### config.mk
export PLATFORM = sky130hd
export DESIGN_NAME = inst_fetch_unit_flat
export DESIGN_NICKNAME = d
export VERILOG_FILES = /design/src/rtl/inst_fetch_unit_pkg.sv /design/src/rtl/inst_fetch_unit_if.sv /design/src/rtl/inst_fetch_unit_fifo.sv /design/src/rtl/inst_fetch_unit.sv /design/src/flat_wrapper.sv
export SDC_FILE = /design/constraint.sdc
export NUM_CORES = 1
export LEC_CHECK = 0
export ABC_AREA = 1
export BUFFER_PORTS_ARGS = -buffer_cell sky130_fd_sc_hd__buf_2
export CORE_MARGIN = 5
export CORE_UTILIZATION = 23
export DETAILED_ROUTE_END_ITERATION = 10
export GPL_TIMING_DRIVEN = 0
export PLACE_DENSITY_LB_ADDON = 0.08
export SYNTH_ARGS = -nofsm -noshare
export SYNTH_HDL_FRONTEND = slang
export SYNTH_SLANG_ARGS = --single-unit
### constraint.sdc
create_clock -name clk -period 6.3 [get_ports clk]
set_input_delay 1.26 -clock clk [delete_from_list [all_inputs] [get_ports clk]]
set_output_delay 1.26 -clock clk [all_outputs]
set_load 0.01 [all_outputs]
### src/rtl/inst_fetch_unit_pkg.sv
// Shared RISC-V core definitions used by the instruction-fetch slice:
// datapath widths, default reset PC, fetch FSM states and the buffered
// fetch entry layout.
package riscv_pkg;

  localparam int unsigned XLEN = 32;
  localparam int unsigned ILEN = 32;

  localparam logic [XLEN-1:0] DEFAULT_RESET_PC = 32'h0000_0000;

  typedef enum logic [1:0] {
    IDLE,
    RUN,
    HALT
  } ifetch_state_t;

  typedef struct packed {
    logic [XLEN-1:0] pc;
    logic [ILEN-1:0] inst;
  } ifetch_entry_t;

endpackage

### src/rtl/inst_fetch_unit_if.sv
// Fetch-unit bus: redirect input, instruction-memory request/response
// channel and the decode-side valid/ready channel.
// master = fetch unit, slave = surrounding core / memory / bench.
interface inst_fetch_unit_if;
  import riscv_pkg::*;

  logic            redirect;
  logic [XLEN-1:0] redirect_pc;

  logic            imem_req_valid;
  logic            imem_req_ready;
  logic [XLEN-1:0] imem_req_addr;
  logic            imem_rsp_valid;
  logic [ILEN-1:0] imem_rsp_data;

  logic            if_valid;
  logic            if_ready;
  logic [XLEN-1:0] if_pc;
  logic [XLEN-1:0] if_pc_plus4;
  logic [ILEN-1:0] if_inst;
  logic            if_misaligned;

  modport master (
    input  redirect, redirect_pc,
    input  imem_req_ready, imem_rsp_valid, imem_rsp_data,
    input  if_ready,
    output imem_req_valid, imem_req_addr,
    output if_valid, if_pc, if_pc_plus4, if_inst, if_misaligned
  );

  modport slave (
    output redirect, redirect_pc,
    output imem_req_ready, imem_rsp_valid, imem_rsp_data,
    output if_ready,
    input  imem_req_valid, imem_req_addr,
    input  if_valid, if_pc, if_pc_plus4, if_inst, if_misaligned
  );

endinterface

### src/rtl/inst_fetch_unit_fifo.sv
// ifetch_fifo: synchronous instruction buffer with push, pop and flush.
// Flush has priority over push/pop. Push while full is accepted only when
// a pop happens in the same cycle. DEPTH must be a power of two.
module ifetch_fifo
  import riscv_pkg::*;
#(
  parameter int unsigned DEPTH = 4,
  parameter int unsigned WIDTH = XLEN + ILEN
) (
  input  logic                       clk,
  input  logic                       rst_n,
  input  logic                       push,
  input  logic                       pop,
  input  logic                       flush,
  input  logic [WIDTH-1:0]           wdata,
  output logic [WIDTH-1:0]           rdata,
  output logic                       empty,
  output logic [$clog2(DEPTH+1)-1:0] count
);

  localparam int unsigned PW = $clog2(DEPTH);
  localparam int unsigned CW = $clog2(DEPTH + 1);

  logic [WIDTH-1:0] mem [DEPTH];
  logic [PW-1:0]    rd_ptr;
  logic [PW-1:0]    wr_ptr;
  logic             full;
  logic             do_push;
  logic             do_pop;

  assign empty   = (count == '0);
  assign full    = (count == CW'(DEPTH));
  assign do_pop  = pop && !empty;
  assign do_push = push && (!full || pop);
  assign rdata   = mem[rd_ptr];

  // Pointer and occupancy bookkeeping; flush empties the buffer.
  always_ff @(posedge clk or negedge rst_n) begin
    if (!rst_n) begin
      rd_ptr <= '0;
      wr_ptr <= '0;
      count  <= '0;
    end else if (flush) begin
      rd_ptr <= '0;
      wr_ptr <= '0;
      count  <= '0;
    end else begin
      if (do_push) wr_ptr <= wr_ptr + PW'(1);
      if (do_pop)  rd_ptr <= rd_ptr + PW'(1);
      count <= count + CW'(do_push) - CW'(do_pop);
    end
  end

  // Entry storage; contents are only observed while count is non-zero.
  always_ff @(posedge clk) begin
    if (do_push && !flush) mem[wr_ptr] <= wdata;
  end

endmodule

### src/rtl/inst_fetch_unit.sv
// inst_fetch_unit: fetch PC, credit-limited imem requests, stale-response
// dropping after redirects and a decode-side instruction buffer.
// Optional feature macro: IFETCH_MISALIGN_TRAP_EN (halt on misaligned
// redirect target); when undefined, redirect_pc[1:0] is forced to zero.
module inst_fetch_unit
  import riscv_pkg::*;
#(
  parameter logic [XLEN-1:0] RESET_PC   = DEFAULT_RESET_PC,
  parameter int unsigned     FIFO_DEPTH = 4
) (
  input  logic               clk,
  input  logic               rst_n,
  inst_fetch_unit_if.master  bus
);

  localparam int unsigned CW = $clog2(FIFO_DEPTH + 1);

  ifetch_state_t   state;
  logic [XLEN-1:0] fetch_pc;
  logic [CW-1:0]   outstanding;
  logic [CW-1:0]   drop_cnt;
  logic [CW-1:0]   out_next;
  logic [CW-1:0]   fifo_count;
  logic [CW:0]     credit_sum;
  logic [XLEN-1:0] target_pc;
  logic            req_fire;
  logic            rsp_keep;
  logic            fifo_flush;
  logic            fifo_empty;
  ifetch_entry_t   wr_entry;
  ifetch_entry_t   rd_entry;

`ifdef IFETCH_MISALIGN_TRAP_EN
  logic [XLEN-1:0] halt_pc;
  logic            misaligned_tgt;
  assign target_pc      = bus.redirect_pc;
  assign misaligned_tgt = (bus.redirect_pc[1:0] != 2'b00);
`else
  assign target_pc      = {bus.redirect_pc[XLEN-1:2], 2'b00};
`endif

  assign credit_sum         = {1'b0, outstanding} + {1'b0, fifo_count};
  assign bus.imem_req_valid = (state == RUN) && (credit_sum < (CW+1)'(FIFO_DEPTH));
  assign bus.imem_req_addr  = fetch_pc;
  assign req_fire           = bus.imem_req_valid && bus.imem_req_ready;
  assign out_next           = outstanding + CW'(req_fire) - CW'(bus.imem_rsp_valid);

  // Responses are in order, so the oldest in-flight PC is fetch_pc - 4*outstanding.
  assign rsp_keep      = bus.imem_rsp_valid && (drop_cnt == '0) && !bus.redirect;
  assign wr_entry.pc   = fetch_pc - (XLEN'(outstanding) << 2);
  assign wr_entry.inst = bus.imem_rsp_data;
  assign fifo_flush    = bus.redirect || (state == HALT);

  ifetch_fifo #(
    .DEPTH (FIFO_DEPTH),
    .WIDTH (XLEN + ILEN)
  ) u_fifo (
    .clk   (clk),
    .rst_n (rst_n),
    .push  (rsp_keep),
    .pop   (bus.if_ready),
    .flush (fifo_flush),
    .wdata (wr_entry),
    .rdata (rd_entry),
    .empty (fifo_empty),
    .count (fifo_count)
  );

  // Fetch FSM with PC, in-flight and stale-drop counters; redirect wins over request advance.
  always_ff @(posedge clk or negedge rst_n) begin
    if (!rst_n) begin
      state       <= IDLE;
      fetch_pc    <= RESET_PC;
      outstanding <= '0;
      drop_cnt    <= '0;
`ifdef IFETCH_MISALIGN_TRAP_EN
      halt_pc     <= '0;
`endif
    end else begin
      outstanding <= out_next;
      if (state == IDLE) state <= RUN;
      if (req_fire) fetch_pc <= fetch_pc + 32'd4;
      if (bus.imem_rsp_valid && (drop_cnt != '0)) drop_cnt <= drop_cnt - CW'(1);
      if (bus.redirect) begin
        fetch_pc <= target_pc;
        drop_cnt <= out_next;
`ifdef IFETCH_MISALIGN_TRAP_EN
        if (misaligned_tgt) begin
          state   <= HALT;
          halt_pc <= bus.redirect_pc;
        end else begin
          state   <= RUN;
        end
`endif
      end
    end
  end

  // Decode-side view of the buffer head; zeroed when nothing is valid.
  always_comb begin
    bus.if_valid      = !fifo_empty;
    bus.if_pc         = '0;
    bus.if_pc_plus4   = '0;
    bus.if_inst       = '0;
    bus.if_misaligned = 1'b0;
    if (!fifo_empty) begin
      bus.if_pc       = rd_entry.pc;
      bus.if_pc_plus4 = rd_entry.pc + 32'd4;
      bus.if_inst     = rd_entry.inst;
    end
`ifdef IFETCH_MISALIGN_TRAP_EN
    if (state == HALT) begin
      bus.if_pc         = halt_pc;
      bus.if_pc_plus4   = halt_pc + 32'd4;
      bus.if_misaligned = 1'b1;
    end
`endif
  end

endmodule

### src/flat_wrapper.sv
// flat-port wrapper written by rule: the top's interface ports become plain ports
module inst_fetch_unit_flat import riscv_pkg::*;
#(
  parameter logic [XLEN-1:0] RESET_PC   = DEFAULT_RESET_PC,
  parameter int unsigned     FIFO_DEPTH = 4
)
  (clk, rst_n, bus_redirect, bus_redirect_pc, bus_imem_req_ready, bus_imem_rsp_valid, bus_imem_rsp_data, bus_if_ready, bus_imem_req_valid, bus_imem_req_addr, bus_if_valid, bus_if_pc, bus_if_pc_plus4, bus_if_inst, bus_if_misaligned);
  inst_fetch_unit_if bus_i ();
  input  logic clk;
  input  logic rst_n;
  input wire logic [$bits(bus_i.redirect)-1:0] bus_redirect;
  input wire logic [$bits(bus_i.redirect_pc)-1:0] bus_redirect_pc;
  input wire logic [$bits(bus_i.imem_req_ready)-1:0] bus_imem_req_ready;
  input wire logic [$bits(bus_i.imem_rsp_valid)-1:0] bus_imem_rsp_valid;
  input wire logic [$bits(bus_i.imem_rsp_data)-1:0] bus_imem_rsp_data;
  input wire logic [$bits(bus_i.if_ready)-1:0] bus_if_ready;
  output wire logic [$bits(bus_i.imem_req_valid)-1:0] bus_imem_req_valid;
  output wire logic [$bits(bus_i.imem_req_addr)-1:0] bus_imem_req_addr;
  output wire logic [$bits(bus_i.if_valid)-1:0] bus_if_valid;
  output wire logic [$bits(bus_i.if_pc)-1:0] bus_if_pc;
  output wire logic [$bits(bus_i.if_pc_plus4)-1:0] bus_if_pc_plus4;
  output wire logic [$bits(bus_i.if_inst)-1:0] bus_if_inst;
  output wire logic [$bits(bus_i.if_misaligned)-1:0] bus_if_misaligned;
  assign bus_i.redirect = bus_redirect;
  assign bus_i.redirect_pc = bus_redirect_pc;
  assign bus_i.imem_req_ready = bus_imem_req_ready;
  assign bus_i.imem_rsp_valid = bus_imem_rsp_valid;
  assign bus_i.imem_rsp_data = bus_imem_rsp_data;
  assign bus_i.if_ready = bus_if_ready;
  assign bus_imem_req_valid = bus_i.imem_req_valid;
  assign bus_imem_req_addr = bus_i.imem_req_addr;
  assign bus_if_valid = bus_i.if_valid;
  assign bus_if_pc = bus_i.if_pc;
  assign bus_if_pc_plus4 = bus_i.if_pc_plus4;
  assign bus_if_inst = bus_i.if_inst;
  assign bus_if_misaligned = bus_i.if_misaligned;
  inst_fetch_unit #(.RESET_PC(RESET_PC), .FIFO_DEPTH(FIFO_DEPTH)) u_core (.clk(clk), .rst_n(rst_n), .bus(bus_i));
endmodule
### After elaboration in Yosys (flattened, before gate mapping)

Memories as Yosys holds them, arrays and structs flattened.
Index checks and enable logic that the tools add are counted.

| storage, ports and cells | value |
|---|---|
| bits in registers | 46 |
| memory bits (writable) | 256 |
| bits of input ports | 70 |
| output and inout port bits | 131 |
| word-level logic and storage cells | 55 |
| memories | 1 |

| operators by class | value |
|---|---|
| add/sub/neg operators | 11 |
| $lt $le $gt $ge | 1 |
| equal/unequal tests | 1 |
| muxes and demuxes | 14 |
| reduce and logical (&&, ||, !) cells | 20 |

Memories:

| name | depth | bits a word | rd ports | clocked after memory_dff | write ports | line | text |
|---|---|---|---|---|---|---|---|
| u_core.u_fifo.mem | 4 | 64 | 1 | 0 | 1 | inst_fetch_unit_fifo.sv:24 | `logic [WIDTH-1:0] mem [DEPTH];` |

Operator list:

| cell | count |
|---|---|
| 32-bit two-way mux | 5 |
| 32-bit by 3-bit adder with 32-bit output (second input constant) | 2 |
| 32-bit by 5-bit subtractor with 32-bit output | 1 |
| 3-bit two-way mux | 3 |
| 1-bit logical AND | 8 |
| 2-bit two-way mux | 4 |
| 2-bit nonzero test | 4 |
| 3-bit by 1-bit adder with 3-bit output | 2 |
| 3-bit logical NOT | 2 |
| 3-bit by 1-bit subtractor with 3-bit output | 2 |
| 2-bit by 1-bit adder with 2-bit output (second input constant) | 2 |
| 3-bit by 3-bit adder with 4-bit output | 1 |
| 4-bit by 3-bit less-than comparator with 1-bit output (second input constant) | 1 |
| 3-bit == test (second input constant) | 1 |
| 1-bit logical NOT | 3 |
| 3-bit nonzero test | 1 |
| 3-bit by 1-bit subtractor with 3-bit output (second input constant) | 1 |
| 2-bit logical NOT | 1 |
| 1-bit two-way mux | 2 |
| 1-bit logical OR | 1 |

### Depth between registers and ports, before layout

Gate-level depths: netlist (run 1).

| depth | value |
|---|---|
| depth in word-level cells | 7 |
| mapped depth | 16 |
| gate-level depth less buffers | 14 |

### Hierarchy

A second synthesis (run 1) with hierarchy kept.

| unflattened totals | value |
|---|---|
| cells, all modules | 1642 |
| area total of the unflattened synthesis | 15067.0 um^2 |

By module, submodules not included:

| module | times used | cells each | area each (um^2) | sequential area each (um^2) |
|---|---|---|---|---|
| ifetch_fifo | 1 | 683 | 10045.9 | 7862.5 |
| inst_fetch_unit | 1 | 959 | 5021.1 | 925.9 |

### Worst setup path before layout (run 1)

Ideal clock, no wire load.

| timing path | value |
|---|---|
| path type | input-to-reg |
| start point | input bus_redirect |
| end point | memory u_core.u_fifo.mem[0][0] (netlist name), enable pin |
| setup time | 482 ps |
| arrival time | 4635 ps |
| data required time | 5818 ps |
| path slack | 1182 ps |
| stages | 6 |
| buffers on the path | 2 |
| cell sequence | clkbuf_1 > inv_1 > nand2_1 > a311o_1 > clkbuf_1 > nor2_1 |

| on the way | value |
|---|---|
| word-level cells in the longest chain between the ends | 6 |

RTL lines:

| element | line | text |
|---|---|---|
| start, declared | flat_wrapper.sv:11 | `input wire logic [$bits(bus_i.redirect)-1:0] bus_redirect;` |
| 1-bit logical NOT * | inst_fetch_unit_fifo.sv:56, inst_fetch_unit.sv:49 |  |
| 1-bit logical AND | inst_fetch_unit.sv:49 | `assign rsp_keep = bus.imem_rsp_valid && (drop_cnt == '0) && !bus.redirect;` |
| 1-bit logical AND | inst_fetch_unit_fifo.sv:34 | `assign do_push = push && (!full \|\| pop);` |
| 1-bit logical AND * | inst_fetch_unit_fifo.sv:56 | `if (do_push && !flush) mem[wr_ptr] <= wdata;` |
| 1-bit two-way mux * | inst_fetch_unit_fifo.sv:56 |  |
| 1-bit two-way mux (not written as such) * | inst_fetch_unit_fifo.sv:56 |  |
| end, declared | inst_fetch_unit_fifo.sv:24 |  |

Mark *: on every way between the ends. The rest lies on a longest branch, timed or not.

### Final worst setup path (run 1)

| timing path | value |
|---|---|
| start point | register u_core.u_fifo.count[1] |
| end point | output bus_if_inst[1] |

| on the way | value |
|---|---|
| word-level cells in the longest chain between the ends | 2 |

RTL lines:

| element | line | text |
|---|---|---|
| start, declared | inst_fetch_unit_fifo.sv:18 | `output logic [$clog2(DEPTH+1)-1:0] count` |
| start signal, assigned | inst_fetch_unit_fifo.sv:50 | `count <= count + CW'(do_push) - CW'(do_pop);` |
| 3-bit logical NOT | inst_fetch_unit_fifo.sv:31 | `assign empty = (count == '0);` |
| 32-bit two-way mux | inst_fetch_unit.sv:106 | `if (!fifo_empty) begin` |
| end, declared | flat_wrapper.sv:22 | `output wire logic [$bits(bus_i.if_inst)-1:0] bus_if_inst;` |

Every way passes these cells.

==> flow_metrics.py, run 1 <==
metrics = {
    "run_status": {
        "outcome": "complete, no violations",
    },
    "hold_path": {
        "hold_start": "u_core.u_fifo.wr_ptr[0]$_DFFE_PN0P_",
        "hold_depth": 1,
        "hp-class": "flop to flop",
        "worst_hold_path.endpoint": "u_core.u_fifo.wr_ptr[0]$_DFFE_PN0P_",
    },
    "global_routing": {
        "grt_pass1_wl_mm": 82.35,
        "grt_pass1_vias": 12370,
        "track_usage": 0.1552,
        "antenna_found_initial": 0,
        "grt_overflow_total": 0,
        "grt_max_degree": 45,
    },
    "pwr": {
        "pwr-share-seq": 0.316,
        "power.leakage_nw": 7.553,
        "p_int_mw": 4.418,
        "p_switching_mw": 3.163,
        "ir_drop_uv": 164.7,
        "combPwrFrac": 0.411,
        "clkPwrFrac": 0.273,
        "p_per_area_mw_per_mm2": 411.9,
        "switching_share": 0.4172,
    },
    "clock_tree": {
        "ctsHtreeMaxLevel": 2,
        "cts.reportedPaths.clkPinSlew_ns": 0.06,
        "cts.sinks": 292,
        "clk-insertion-delay-late_ns": 0.56,
        "post-cts-setup-buffers": 0,
        "cts_resized": 0,
        "cts_tree": "done",
        "hold_buffers": 0,
        "clockBufferDepth": 3,
        "clock-root-buffer": "clkbuf_16",
        "cts_buffers": 38,
    },
    "sta": {
        "setup_violations": 0,
        "max_freq_ghz": 0.2106,
        "slew_viol_final": 0,
        "finalHoldViolCount": 0,
        "fin_crit_ns": 4.749,
        "maxSlewHeadroom": 0.2222,
        "worst_pin_slew_ns": 1.167,
        "layout_worst_path_cycle_share": 0.7538,
        "finClkSkew_ns": 0.02494,
        "rsz0062_at_grt": "false",
        "layout_setup_ws_ns": 1.551,
        "whs_ns": 0.5625,
    },
    "cells_and_area": {
        "num_antenna_cells": 0,
        "fin_util": 0.2860,
        "area_growth_pct": 23.22,
        "post_layout_nonfiller_instances": 2809,
        "layout-drive-gt1-share": 0.1740,
        "nNetsFinal": 2018,
    },
    "setup_path": {
        "required_ns": 5.04,
        "r2r_start": "u_core.bus.imem_req_addr[2]$_DFFE_PN0P_",
        "crit_path_start_kind": "flop",
        "rr_worst_depth": 12,
        "worstPathArrival_ns": 3.49,
        "regToRegSetupSlack_ns": 3.28,
        "crit_fanout": 10,
        "reg2reg_to": "u_core.u_fifo.mem[0][62]$_DFFE_PP_",
        "crit_path_end_kind": "output port",
        "critical_path_class": "flop to output port",
    },
    "synthesis": {
        "ys_ff_latch": 292,
        "synth_edf_count": 248,
        "synth-seq-area-share": 0.5724,
        "syn-cell-area_mm2": 0.01493,
        "synthFlopType": "edfxtp_1",
        "syn_area_per_cell_um2": 8.879,
        "yosys_warnings": 0,
        "synth_cell_types": 41,
        "yosysMostFrequentCell": "nand2_1",
        "netlist_top_cells_area": "edfxtp_1 (50%), nand2_1 (12%), nor2_1 (8.0%), dfrtp_1 (7.4%), o21ai_0 (3.5%)",
        "synth.top_cell.area_share": 0.4987,
        "yosys.area.top_type": "edfxtp_1",
        "yosys-top-cells-count": "nand2_1 (458), nor2_1 (317), edfxtp_1 (248)",
        "syn_inst": 1682,
        "ys_async_sr_fraction": 0.1507,
    },
    "placement": {
        "gp_congestion": 0.8200,
        "dp_hpwl_mm": 40.92,
        "pre_cts_ws_ns": 2.031,
        "dp_cells": 2743,
        "numPortBuffers": 190,
    },
    "detailed_routing": {
        "wl_per_cell_um": 19.84,
        "routed_wl_mm": 55.72,
        "drt_iter0_drc": 696,
        "vias": 12260,
        "ant_nets": 0,
        "drc_errors": 0,
        "via_per_inst": 4.365,
        "dr.pass1.iters": 5,
    },
    "floorplanning": {
        "fp.dieW_um": 264.8,
        "die_height_um": 264.8,
        "std_cell_rows": 93,
        "die-area_mm2": 0.07013,
        "core_mm2": 0.06435,
        "start_util": 0.2321,
        "io_pins": 201,
    },
    "run": {
        "cap_violations": 0,
    },
}
-- power by group through the flow --
stage | combinational [mW] | sequential, mW | clock, mW
after floorplan | 1.75 | 2.43 | 0
after global placement | 3.16 | 2.45 | 0
after detailed placement | 3.17 | 2.44 | 0
after CTS | 3.19 | 2.40 | 2.14
after global routing | 3.47 | 2.41 | 2.22
final | 3.11 | 2.40 | 2.07
-- flip-flops by register name, indices dropped and copies added, names as in the netlist --
signal                    flops
u_core.u_fifo.wr_ptr          2
u_core.u_fifo.mem           248
u_core.u_fifo.rd_ptr          2
u_core.state                  1
u_core.u_fifo.count           3
u_core.bus.imem_req_addr     30
u_core.drop_cnt               3
u_core.outstanding            3
-- worst max-delay path: stages, from the launching register on --
cell	delay [ns]
dfrtp_1	0.44
or2_2	0.32
nor2_1	0.74
buf_2	0.49
buf_1	0.56
a21oi_1	0.17
buf_2	0.19
-- logic make-up (layout without fill, tap and decap cells) --
group	Yosys count	in the layout	synth area share
other	2	8	0.0005029
xor gates and xnor gates	42	42	0.02463
AOI/OAI and AO/OA	192	192	0.06870
buffers and inverters	187	453	0.05856
adders and majority gates	20	20	0.01826
DFF	292	292	0.5724
and+or+nand+nor	947	947	0.2570
-- layer usage --
layer | global-route usage | part of all wire
met5 | 0 | 0
met4 | 0.03161 | 0.016
met3 | 0.02311 | 0.039
met2 | 0.2572 | 0.47
met1 | 0.2173 | 0.48
-- placed cells by master (no fill, tap or decap), types with 3 or more instances in the layout --
master and n:
o211ai_1 13, inv_1 98, buf_12 9, fa_1 3, o22ai_1 4, dfrtp_1 44, nor2_4 4, clkbuf_1 36
clkinv_2 4, buf_6 9, a21oi_1 60, o21ai_0 105, edfxtp_1 248, nand4_1 13, xor2_1 40, buf_4 12
clkbuf_16 38, conb_1 8, buf_2 219, nand3_1 103, nor2_1 313, inv_2 3, nand2_1 458, nor3_1 21
nand2_2 10, nor2_2 18, buf_1 8, clkinv_1 6, ha_1 17
-- area by class of cell --
class / instances / area [um2]
fill: 6848 / 45950
sequential: 292 / 8548
multi-input combinational: 1209 / 5564
timing repair buffer: 200 / 1166
tap: 855 / 1070
clock buffer: 48 / 988.4
buffer: 85 / 484.2
inverter: 102 / 390.4
clock inverter: 18 / 190.2
-- stage by stage --
step	area (um2)	TNS (ns)	total power, mW
after floorplan	14960	0	4.179
after global placement	16980	-481.65	5.600
after detailed placement	17220	0	5.610
after CTS	18400	0	7.726
after global routing	18400	0	8.105
final	18400	0	7.580
-- how the worst max path moves through the flow --
stage | start | endpoint
after floorplan | bus_redirect | u_core.u_fifo.mem[0][0]$_DFFE_PP_
final | u_core.u_fifo.count[1]$_DFF_PN0_ | bus_if_inst[1]
after global placement | bus_redirect | u_core.u_fifo.mem[1][6]$_DFFE_PP_
after detailed placement | u_core.u_fifo.count[1]$_DFF_PN0_ | bus_if_inst[4]
after global routing | u_core.u_fifo.count[1]$_DFF_PN0_ | bus_if_inst[4]
after CTS | u_core.u_fifo.count[1]$_DFF_PN0_ | bus_if_inst[25]
(Power assumes the default switching activity.)
==> inputs of run 2 (changes only) <==
==> constraint.sdc (replaced) <==
create_clock -name clk -period 4.05 [get_ports clk]
set_input_delay 0.81 -clock clk [delete_from_list [all_inputs] [get_ports clk]]
set_output_delay 0.81 -clock clk [all_outputs]
set_load 0.01 [all_outputs]
==> flow_metrics.py, run 2 (synthesized netlist as in run 1, its figures left out) <==
metrics = {
    "run_status": {
        "outcome": "complete, no violations",
    },
    "detailed_routing": {
        "wl_met3_mm": 2.047,
        "via_per_inst": 4.372,
        "drt_iter0_drc": 686,
        "wl_met2_mm": 26.01,
        "ant_nets": 0,
        "vias": 12270,
        "wl_per_cell_um": 19.80,
        "drc_errors": 0,
        "drt-met1-wl_mm": 26.64,
        "top_layer_used": "met4",
        "dr.pass1.iters": 5,
        "routed_wl_mm": 55.59,
    },
    "setup_path": {
        "rr_worst_depth": 12,
        "regToRegSetupSlack_ns": 1.04,
        "crit_path_start_kind": "flop",
        "crit_path_end_kind": "output port",
        "r2r_start": "u_core.bus.imem_req_addr[2]$_DFFE_PN0P_",
        "required_ns": 3.24,
        "reg2reg_to": "u_core.u_fifo.mem[0][62]$_DFFE_PP_",
        "critical_path_class": "flop to output port",
        "crit_fanout": 10,
        "worstPathArrival_ns": 3.03,
    },
    "cells_and_area": {
        "num_antenna_cells": 0,
        "area_growth_pct": 23.68,
        "stdcell_area_mm2": 0.01847,
        "fillers": 6848,
        "post_layout_nonfiller_instances": 2807,
        "nNetsFinal": 2016,
        "largest_register_ffs": 248,
        "final_cell_mix": "nand2_1 (456), nor2_1 (308), edfxtp_1 (248)",
        "layout-drive-gt1-share": 0.1798,
        "regMostFlops": "u_core.u_fifo.mem",
        "multiInputGateArea_mm2": 0.005622,
        "mostFrequentLayoutCell": "nand2_1",
        "fin_util": 0.2871,
        "regArea_mm2": 0.008548,
    },
    "pwr": {
        "p_per_area_mw_per_mm2": 639.5,
        "power.leakage_nw": 7.581,
        "fin_total_pwr_mw": 11.81,
        "ir_drop_uv": 255.4,
    },
    "sta": {
        "final.setup.tns_ns": 0,
        "slew_viol_final": 0,
        "layout_worst_path_cycle_share": 0.9471,
        "setup_violations": 0,
        "worst_pin_slew_ns": 1.175,
        "whs_ns": 0.4716,
        "maxSlewHeadroom": 0.2166,
        "rsz0062_at_grt": "false",
        "finalHoldViolCount": 0,
        "max_freq_ghz": 0.2607,
        "fin_crit_ns": 3.836,
        "layout_setup_ws_ns": 0.2142,
        "finClkSkew_ns": 0.02648,
    },
    "clock_tree": {
        "cts.reportedPaths.clkPinSlew_ns": 0.06,
        "clockBufferDepth": 3,
        "ctsHtreeMaxLevel": 2,
        "hold_buffers": 0,
        "cts.sinks": 292,
        "clk-insertion-delay-late_ns": 0.56,
        "cts_tree": "done",
        "clock-root-buffer": "clkbuf_16",
        "post-cts-setup-buffers": 0,
        "cts_buffers": 38,
    },
    "floorplanning": {
        "core_mm2": 0.06435,
        "start_util": 0.2321,
        "die_height_um": 264.8,
        "std_cell_rows": 93,
        "io_pins": 201,
        "die-area_mm2": 0.07013,
        "fp.dieW_um": 264.8,
    },
    "placement": {
        "pre_cts_ws_ns": 0.2305,
        "dp_cells": 2743,
        "dp_hpwl_mm": 40.92,
        "gp_congestion": 0.8200,
        "numPortBuffers": 190,
        "placed_area_mm2": 0.01722,
    },
    "global_routing": {
        "grt_overflow_total": 0,
        "grt_max_degree": 45,
        "antenna_found_initial": 0,
        "track_usage": 0.1550,
        "grt_pass1_vias": 12370,
        "grt_pass1_wl_mm": 82.29,
    },
    "hold_path": {
        "hp-class": "primary input to asynchronous set/reset pin",
    },
    "run": {
        "cap_violations": 0,
    },
}
-- run 2: power breakdown --
group / internal, mW / total [mW] / switching [mW]
logic: 1.44 / 4.87 / 3.43
clock network: 1.87 / 3.22 / 1.35
registers: 3.57 / 3.73 / 0.156
-- run 2: metal layers --
layer / GRT usage / vias to the layer above
met5: 0 / -
met1: 0.2165 / 5916
met4: 0.03161 / 0
li1: - / 6063
met3: 0.02311 / 52
met2: 0.2575 / 240
-- run 2: worst max path at each step --
stage                                             end                           startpoint  cells past startpoint
floorplan           u_core.u_fifo.mem[0][0]$_DFFE_PP_                         bus_redirect                      6
global placement    u_core.u_fifo.mem[1][6]$_DFFE_PP_                         bus_redirect                      6
detailed placement                     bus_if_inst[4]     u_core.u_fifo.count[1]$_DFF_PN0_                      6
CTS                               bus_if_pc_plus4[30]  u_core.u_fifo.rd_ptr[0]$_DFFE_PN0P_                     16
global route                      bus_if_pc_plus4[12]  u_core.u_fifo.rd_ptr[0]$_DFFE_PN0P_                     15
finish                            bus_if_pc_plus4[12]  u_core.u_fifo.rd_ptr[0]$_DFFE_PN0P_                     15
-- run 2: area by class of cell --
cell class	count	share of cell area
Buffer	83	0.02676
Clock buffer	48	0.05351
Clock inverter	18	0.01030
Inverter	102	0.02127
Multi-Input combinational cell	1209	0.3043
Sequential cell	292	0.4628
Tap cell	855	0.05792
Timing Repair Buffer	200	0.06313
-- run 2: timing repair --
item / CTS / global route
endpoints found under the setup margin: 55 / 18
pin swaps: 0 / 2
resized for setup: 11 / 16
-- run 2: critical path, stage by stage (launching register included) --
cell	delay [ns]
dfrtp_1	0.34
buf_6	0.17
inv_8	0.05
buf_12	0.14
buf_6	0.15
nand2_1	0.06
o211ai_1	0.09
nand2_2	0.14
ha_1	0.17
nand3_1	0.15
nor2_4	0.18
nand2_4	0.11
nor2_4	0.22
o21ai_0	0.10
a21oi_1	0.22
buf_2	0.18
==> inputs of run 3 (changes only) <==
--- a/config.mk
+++ b/config.mk
@@ -5,7 +5,6 @@
 export SDC_FILE = /design/constraint.sdc
 export NUM_CORES = 1
 export LEC_CHECK = 0
-export ABC_AREA = 1
 export BUFFER_PORTS_ARGS = -buffer_cell sky130_fd_sc_hd__buf_2
 export CORE_MARGIN = 5
 export CORE_UTILIZATION = 23
==> flow_metrics.py, run 3 <==
metrics = {
    "global_routing": {
        "grt_pass1_vias": 9011,
        "grt_overflow_total": 0,
        "grt_pass1_wl_mm": 59.85,
        "grt_max_degree": 48,
        "antenna_found_initial": 0,
        "track_usage": 0.1258,
    },
    "placement": {
        "pre_cts_ws_ns": 0.06054,
        "dp_hpwl_mm": 28.06,
        "placed_area_mm2": 0.01547,
        "numPortBuffers": 190,
        "gp_congestion": 0.7391,
    },
    "hold_path": {
        "hp-class": "primary input to flop",
    },
    "detailed_routing": {
        "wl_per_cell_um": 20.51,
        "routed_wl_mm": 40.09,
        "via_per_inst": 4.240,
        "ant_nets": 0,
        "drc_errors": 0,
        "vias": 8290,
        "drt_iter0_drc": 382,
        "dr.pass1.iters": 4,
    },
    "cells_and_area": {
        "num_antenna_cells": 0,
        "stdcell_area_mm2": 0.01707,
        "multiInputGateArea_mm2": 0.004604,
        "area_growth_pct": 27.35,
        "regArea_mm2": 0.008548,
        "layout-drive-gt1-share": 0.3378,
        "mostFrequentLayoutCell": "edfxtp_1",
        "final_cell_mix": "edfxtp_1 (248), buf_2 (189), and2_1 (63)",
        "nNetsFinal": 1254,
        "regMostFlops": "u_core.u_fifo.mem",
        "largest_register_ffs": 248,
        "fillers": 5896,
    },
    "clock_tree": {
        "cts_tree": "done",
        "clock-root-buffer": "clkbuf_16",
        "cts_buffers": 37,
        "cts.reportedPaths.clkPinSlew_ns": 0.05,
        "clockBufferDepth": 3,
        "ctsHtreeMaxLevel": 2,
        "cts.sinks": 292,
        "hold_buffers": 0,
        "clk-insertion-delay-late_ns": 0.55,
    },
    "synthesis": {
        "synthFlopType": "edfxtp_1",
        "synth.top_cell.area_share": 0.5557,
        "syn_area_per_cell_um2": 14.91,
        "synth-seq-area-share": 0.6378,
        "ys_ff_latch": 292,
        "syn_inst": 899,
        "yosys_warnings": 0,
        "synth_cell_types": 49,
        "syn-cell-area_mm2": 0.01340,
        "ys_async_sr_fraction": 0.1507,
        "yosys.area.top_type": "edfxtp_1",
        "netlist_top_cells_area": "edfxtp_1 (56%), dfrtp_1 (8.2%), mux4_2 (8.1%), xnor2_1 (3.7%), and2_1 (3.1%)",
        "yosysMostFrequentCell": "edfxtp_1",
        "synth_edf_count": 248,
        "yosys-top-cells-count": "edfxtp_1 (248), and2_1 (67), xnor2_1 (57)",
    },
    "sta": {
        "fin_crit_ns": 4.078,
        "finalHoldViolCount": 0,
        "finClkSkew_ns": 0.01311,
        "maxSlewHeadroom": 0.2288,
        "max_freq_ghz": 0.2452,
        "rsz0062_at_grt": "true",
        "setup_violations": 6,
        "worst_pin_slew_ns": 1.157,
        "layout_worst_path_cycle_share": 1.007,
        "final.setup.tns_ns": -0.07928,
        "slew_viol_final": 0,
        "layout_setup_ws_ns": -0.02759,
    },
    "floorplanning": {
        "fp.dieW_um": 251.4,
        "die-area_mm2": 0.06319,
        "die_height_um": 251.4,
        "std_cell_rows": 88,
        "io_pins": 201,
        "core_mm2": 0.05770,
        "start_util": 0.2323,
    },
    "run_status": {
        "outcome": "finished, violations left",
        "violations": "negative setup slack",
    },
    "setup_path": {
        "slowest_stage": "or4_4",
        "crit_path_end_kind": "output port",
        "worst-path-buf-inv": 5,
        "regToRegSetupSlack_ns": 0.65,
        "required_ns": 3.24,
        "worstPathArrival_ns": 3.27,
        "crit_path_start_kind": "flop",
        "crit_fanout": 7,
        "crit_family": "simple AND/OR/NAND/NOR gates",
        "critical_path_class": "flop to output port",
        "cp_cell_sequence": "buf_12 > buf_12 > mux4_2 > buf_4 > ha_4 > nand2_2 > or4_4 > buf_8 > or3_1 > a21oi_2 > buf_2",
        "critPathMaxStageDelay_ns": 0.55,
        "cp_common_cell": "buf_12",
    },
    "pwr": {
        "ir_drop_uv": 270.1,
        "p_per_area_mw_per_mm2": 614.3,
        "power.leakage_nw": 6.062,
    },
    "run": {
        "cap_violations": 0,
    },
}
-- run 3: cells by family after synthesis --
kind of cell / synth area share
AND/OR/NAND/NOR: 0.1225
flip-flops: 0.6378
buffers and inverters: 0.03165
multiplexers: 0.1162
XOR/XNOR: 0.04640
AO/OA/AOI/OAI: 0.02446
adder cells (fa/ha/maj): 0.02035
other: 0.0005604
-- run 3: repair_timing --
action	CTS	global route
endpoints found under the setup margin	50	30
buffers inserted	23	0
gates cloned	2	0
pin swaps	12	3
resized for setup	62	20
-- run 3: tightest hold or removal path: cells and delay by family --
family | cells | cell delay (ns)
AND/OR/NAND/NOR | 1 | 0.04
AO/OA/AOI/OAI | 1 | 0.05
buffers and inverters | 1 | 0.07
-- run 3: layout make-up --
type                       count  area share
buffer                        56     0.02097
clock buffer                  47     0.05645
clock inverter                18    0.008504
inverter                      32    0.007038
multi-input combinational    525      0.2698
sequential                   292      0.5008
tap                          765     0.05608
timing repair buffer         220     0.08035
-- run 3: stage by stage --
step | power, mW | hold WS (ns) | cells | util
after global routing | 11.16 | 0.4456 | 1955 | 0.2958
after global placement | 7.301 | 0.5423 | 1860 | 0.2657
after floorplan | 5.741 | 0.5033 | 905 | -
after CTS | 10.72 | 0.4290 | 1955 | 0.2945
after detailed placement | 7.336 | 0.5493 | 1865 | 0.2682
final | 10.48 | 0.4690 | 1955 | 0.2958
-- run 3: power by group --
group          switching [mW]  internal, mW  total [mW]
sequential              0.114          3.51        3.63
clock                    1.28          1.76        3.04
combinational            2.21          1.62        3.82
total                    3.60          6.89        10.5
-- run 3: worst paths after layout --
kind | depth (start not counted) | endpoint | start
max | 11 | bus_if_pc_plus4[20] | u_core.u_fifo.rd_ptr[0]$_DFFE_PN0P_
min | 3 | u_core.bus.imem_req_addr[14]$_DFFE_PN0P_ | bus_redirect_pc[14]
max reg2reg | 7 | u_core.u_fifo.mem[2][62]$_DFFE_PP_ | u_core.bus.imem_req_addr[9]$_DFFE_PN0P_
min reg2reg | 1 | u_core.u_fifo.wr_ptr[0]$_DFFE_PN0P_ | u_core.u_fifo.wr_ptr[0]$_DFFE_PN0P_
max in group asynchronous | 1 | u_core.u_fifo.rd_ptr[0]$_DFFE_PN0P_ | rst_n
min in group asynchronous | 1 | u_core.bus.imem_req_addr[27]$_DFFE_PN0P_ | rst_n
-- run 3: routing by layer --
| metal | vias up | wire length [um] | GRT usage | part of all wire |
|---|---|---|---|---|
| li1 | 3907 | - | - | - |
| met1 | 4168 | 18000 | 0.1662 | 0.45 |
| met2 | 170 | 19580 | 0.2117 | 0.49 |
| met3 | 45 | 1713 | 0.02535 | 0.043 |
| met4 | 0 | 793 | 0.03462 | 0.020 |
| met5 | - | 0 | 0 | 0 |
